File: src/rtl/sw_debounce.sv
// Switch/button input conditioner: two-flop synchroniser, per-bit stability
// counter, and registered rise/fall/any_change pulses on every accepted edge.
module sw_debounce #(
  parameter int WIDTH   = 3,
  parameter int CNT_MAX = 1000000,
  parameter int CNT_W   = $clog2(CNT_MAX)
) (
  input  logic             CLK100MHZ,
  input  logic             RST,
  input  logic [WIDTH-1:0] sw_raw,
  output logic [WIDTH-1:0] sw_db,
  output logic [WIDTH-1:0] rise,
  output logic [WIDTH-1:0] fall,
  output logic             any_change
);

  localparam logic [CNT_W-1:0] CNT_LAST = CNT_W'(CNT_MAX - 1);
  localparam logic [CNT_W-1:0] CNT_ONE  = CNT_W'(1);

  logic [WIDTH-1:0]            s1;
  logic [WIDTH-1:0]            s2;
  logic [WIDTH-1:0][CNT_W-1:0] cnt;
  logic [WIDTH-1:0][CNT_W-1:0] cnt_nxt;
  logic [WIDTH-1:0]            db_nxt;
  logic [WIDTH-1:0]            rise_nxt;
  logic [WIDTH-1:0]            fall_nxt;

  // A bit is COUNTING while cnt != 0; any sample of s2 matching sw_db drops
  // it back to IDLE, so only an unbroken run of CNT_MAX cycles is accepted.
  always_comb begin
    // NOTE: every output of this block gets a default before any branch, so no latch can be inferred.
    db_nxt   = sw_db;
    rise_nxt = '0;
    fall_nxt = '0;
    cnt_nxt  = '0;
    for (int i = 0; i < WIDTH; i++) begin
      if (s2[i] != sw_db[i]) begin
        if (cnt[i] == CNT_LAST) begin
          db_nxt[i]   = s2[i];
          rise_nxt[i] = s2[i];
          fall_nxt[i] = ~s2[i];
        end else begin
          cnt_nxt[i] = cnt[i] + CNT_ONE;
        end
      end
    end
  end

  // NOTE: state registers use non-blocking assignments so every flop samples pre-edge values.
  always_ff @(posedge CLK100MHZ) begin
    if (RST) begin
      s1         <= '0;
      s2         <= '0;
      // NOTE: the counters are ordinary flops, not a RAM, so they take the reset like any other state.
      cnt        <= '0;
      sw_db      <= '0;
      rise       <= '0;
      fall       <= '0;
      any_change <= 1'b0;
    end else begin
      s1         <= sw_raw;
      s2         <= s1;
      cnt        <= cnt_nxt;
      sw_db      <= db_nxt;
      rise       <= rise_nxt;
      fall       <= fall_nxt;
      any_change <= |(rise_nxt | fall_nxt);
    end
  end

endmodule

File: config.mk
export PLATFORM = sky130hd
export DESIGN_NAME = sw_debounce
export DESIGN_NICKNAME = d
export VERILOG_FILES = /design/src/rtl/sw_debounce.sv
export SDC_FILE = /design/constraint.sdc
export NUM_CORES = 1
export LEC_CHECK = 0
export BUFFER_PORTS_ARGS = -buffer_cell sky130_fd_sc_hd__buf_2
export CORE_UTILIZATION = 40
export DETAILED_ROUTE_END_ITERATION = 10
export SLEW_MARGIN = 20
export SYNTH_ARGS = -nofsm -noshare
export SYNTH_HDL_FRONTEND = slang
export SYNTH_SLANG_ARGS = --single-unit
File: constraint.sdc
create_clock -name CLK100MHZ -period 1.8 [get_ports CLK100MHZ]
set_clock_uncertainty 0.05 [all_clocks]
set_input_delay 0.27 -clock CLK100MHZ [delete_from_list [all_inputs] [get_ports CLK100MHZ]]
set_output_delay 0.27 -clock CLK100MHZ [all_outputs]
set_load 0.05 [all_outputs]
Word-level counts from Yosys, hierarchy flattened. Index checks and enable logic that the tools add are counted. W data, S select, Z words.

Word-level logic and storage cells: 46. Bits in registers: 76. Input bits: 5.

Bitwise logic cells: 7. Multiplexer cells: 12. Equal/unequal tests: 6. Add/subtract/negate cells: 3. Reductions and logical operators: 7.

Operators with widths (count): $add A20 B1 Y20 const B (3); $eq A20 B20 Y1 const B (3); $mux W1 (12); $reduce_or A3 Y1 (4); $not A1 Y1 (6); $reduce_and A2 Y1 (3); $ne A1 B1 Y1 (3); $or A3 B3 Y3 (1).

Logic depth before layout (Yosys ltp).
Depth after elaboration: 5. Gate-level depth with buffers: 7. Gate-level depth less buffers: 5.

Worst setup path after synthesis. Ideal clock, no wire load.

Kind: register -> register. Start point: reg cnt[0] (netlist bit). End point: reg cnt[10] (netlist bit). Data required time: 1.633 ns. Stages on the path, launching flop included: 7. Slack: -0.180 ns. Arrival time: 1.813 ns. Cells stage by stage: dfxtp_1 -> ha_1 -> nand4_1 -> or2_2 -> o21ai_1 -> buf_2 -> nor2_1.

Cells in the longest elaborated chain, start to end: 2. Elaborated cells between the ends (all ways): 3.

Ends and longest elaborated chain: start: declaration (line 22) `logic [WIDTH-1:0][CNT_W-1:0] cnt;`; start signal: assignment (line 63) `cnt <= cnt_nxt;`; parallel branches: the longest is 2 deep, another holds $add A20 B1 Y20.

Several ways; the timed one is not identified. A chain may end at the register's enable or synchronous reset.

Worst setup path in the final report.
Start point: reg cnt[40] (netlist bit). End point: reg cnt[57] (netlist bit).

Same word-level chain as after synthesis.

==> flow_metrics.tcl <==
set metrics [dict create \
    seq_area_frac_synth_pct 46.45 \
    root_buffer "clkbuf_8" \
    utilization_pct 53.69 \
    rsz0062_at_grt "yes" \
    hold_depth 2 \
    worst_path_most_repeated_cell "or4_4" \
    crit_fanout 7 \
    ir_drop_v 0.0004333 \
    regArea_um2 1545 \
    cp_top_family "simple AND/OR/NAND/NOR gates" \
    hold_viol_final 0 \
    firstDrtPassIters 4 \
    area_delta_synth_final_pct 27.96 \
    fp.dieW_um 92.50 \
    grt_pass1_wl_um 11550 \
    grt_overflow 0 \
    diodes 0 \
    max_slew.worst_pin.slew_ns 0.4293 \
    syn_inst 375 \
    cp-end-kind "flip-flop" \
    synthAdderAreaFrac_pct 1.146 \
    worstPathCellList "nand3_4 -> or4_4 -> or4_4 -> a21oi_2" \
    vias 2827 \
    p_per_area_nw_per_um2 752.8 \
    clock_latency_ns 0.35 \
    io_buffers 14 \
    finalWirelength_um 6861 \
    antenna_left 0 \
    std_cell_rows 32 \
    finalSetupTns_ns -0.007575 \
    gp_congestion 0.7988 \
    final-max-slew-violation-count 0 \
    critical_path_class "flip-flop to flip-flop" \
    drt_iter0_drc 139 \
    max_stage_delay_ns 0.57 \
    synth_top_family_by_area "simple AND/OR/NAND/NOR gates" \
    period_needed_ns 1.808 \
    synth_compound_area_share_pct 7.983 \
    numCtsBuffers 9 \
    cp.depth 4 \
    fillers 714 \
    reg2reg_from "cnt[40]" \
    ys_seq_elements 76 \
    viasPerCell 5.187 \
    ys_warn_count 0 \
    p_leak_nw 1.424 \
    hp-start "sw_raw[0]" \
    drc 0 \
    worstPathRequired_ns 2.03 \
    antenna_found_initial 0 \
    design.core.area_um2 7807 \
    maxCapViolations 0 \
    synth_xor_area_share_pct 9.893 \
    rr_worst_depth 4 \
    finalSetupViolCount 1 \
    syn-cell-area_um2 3276 \
    finalCritPeriodShare_pct 100.4 \
    min_to "s1[0]" \
    grt_max_degree 20 \
    synth_area_per_cell_um2 8.735 \
    crit_slowest_cell "or4_4" \
    synthSimpleGateAreaFrac_pct 31.86 \
    start_kind "flip-flop" \
    routedWlPerCell_um 12.59 \
    critPathBufInv 0 \
    cts_sinks 76 \
    synth.area.mux_share_pct 0 \
    status "complete, but fails checks" \
    violations "negative setup slack" \
    clk_path_buf_depth 2 \
    r2r-end "cnt[57]" \
    fin_nets 446 \
    multi_input_area_um2 1795 \
    synth_cell_types 36 \
    syn_nets 383 \
    rrSetupSlack_ns -0.008 \
    grt_pass1_vias 2667 \
    clk_pin_slew_ns 0.08 \
    setup_ws_ns -0.007575 \
    io_pins 15 \
    crit_arrival_ns 2.04 \
    grt_usage_pct 17.05 \
    drive_gt1_share_pct 28.44 \
    post-dp-hpwl_um 4728 \
    initial_core_util_pct 41.96 \
    fmax_ghz 0.5532 \
    hold_class "primary input to flip-flop" \
    cts_tree "yes" \
    dieArea_um2 8555 \
    die-height_um 92.50 \
    h-tree-depth 3 \
    slew_headroom_pct 71.16 \
]
worst max-delay path by stage:
stage,start,to,slack [ns]
after CTS,cnt[47],cnt[58],0.002
after floorplan,cnt[42],cnt[57],0.002
after detailed placement,cnt[28],cnt[39],-0.09
after global routing,cnt[42],cnt[57],-0.07
after global placement,cnt[28],cnt[39],-0.02
final,cnt[40],cnt[57],-0.008
through the flow:
step | hold slack, ns | area [um2] | std cells | total power, W | setup slack, ns
after CTS | 0.08627 | 4086 | 541 | 0.003200 | 0.002499
after global placement | 0.3704 | 3835 | 522 | 0.001776 | -0.01715
after floorplan | 0.3482 | 3357 | 375 | 0.001757 | 0.001739
after detailed placement | 0.3754 | 3835 | 522 | 0.001777 | -0.08973
after global routing | 0.09379 | 4192 | 545 | 0.003295 | -0.06632
final | 0.1024 | 4192 | 545 | 0.003155 | -0.007575
registers in the layout (all words and copies together), names as in the netlist:
| name | flops |
|---|---|
| rise | 3 |
| sw_db | 3 |
| fall | 3 |
| cnt | 60 |
| any_change | 1 |
| s1 | 3 |
| s2 | 3 |
report_power, final:
part | total [W] | internal, W | switching, W
Combinational | 0.0000446 | 0.0000194 | 0.0000252
Clock | 0.00142 | 0.000776 | 0.000645
Sequential | 0.00169 | 0.00169 | 0.00000508
Total | 0.00316 | 0.00248 | 0.000675
final cells by class:
type / count / share of cell area, %
multi-input cells: 277 / 42.84
flip-flops and latches: 76 / 36.87
repair buffers: 64 / 11.22
well taps: 102 / 3.045
clock buffers: 9 / 2.955
clock inverters: 7 / 2.179
inverters: 10 / 0.8955
per-layer routing:
layer	track usage (%)	share of wire (%)
met1	20.80	47
met2	28.46	49
met3	5.337	3.8
met4	5.469	1.1
met5	0	0
placed cells by master (no fill, tap or decap), drive strengths merged, types with 2 or more instances in the layout:
master,netlist,routed
bufinv,0,2
xnor2,19,19
nand2b,4,4
clkbuf,8,9
nor4,3,3
nor3,10,10
buf,4,64
nand4,20,20
and3,11,11
or4,10,10
a21oi,22,22
o31ai,6,6
nor3b,2,2
xor2,18,18
or3,11,11
nand3,23,23
nor4b,3,3
nand2,20,20
inv,10,10
nor2,48,48
and2,3,3
nor4bb,2,2
dfxtp,76,76
ha,3,3
clkinv,0,4
nor2b,6,6
and4,10,10
o21ai,16,16
or2,3,3
cells in the mapped netlist:
master / number / area, um2
dfxtp_1: 76 / 1521
nor2_1: 48 / 180.2
a21oi_1: 22 / 110.1
nand3_1: 22 / 110.1
nand2_1: 20 / 75.07
nand4_1: 20 / 125.1
xnor2_1: 19 / 166.4
xor2_1: 18 / 157.7
o21ai_0: 13 / 65.06
and3_1: 10 / 62.56
and4_1: 10 / 87.58
inv_1: 10 / 37.54
nor3_1: 10 / 50.05
or4_1: 10 / 75.07
or3_1: 9 / 56.30
clkbuf_1: 8 / 30.03
nor2b_1: 6 / 37.54
o31ai_1: 6 / 45.04
buf_2: 4 / 20.02
nand2b_1: 4 / 25.02
and2_1: 3 / 18.77
ha_1: 3 / 37.54
nor4_1: 3 / 18.77
nor4b_1: 3 / 26.28
or2_2: 3 / 18.77
nor3b_1: 2 / 15.01
nor4bb_1: 2 / 20.02
o21ai_1: 2 / 10.01
or3_2: 2 / 15.01
a31oi_1: 1 / 6.260
and3_2: 1 / 7.510
nand3_2: 1 / 10.01
o211ai_1: 1 / 7.510
o21ai_2: 1 / 8.760
o41ai_1: 1 / 8.760
or3b_2: 1 / 8.760
kinds of logic after synthesis:
kind of cell	after synthesis
buffers and inverters	22
adders and majority gates	3
xor gates and xnor gates	37
AOI/OAI and AO/OA	47
DFF	76
and+or+nand+nor	190
what timing repair did:
| action | in CTS | in global routing |
|---|---|---|
| gates cloned | 0 | 0 |
| hold buffers | 0 | 0 |
| pin swaps | 3 | 12 |
| setup buffers | 3 | 4 |
| endpoints found under the setup margin | 12 | 44 |
| gates resized for setup | 4 | 23 |
Power figures use the tool's default switching activity.
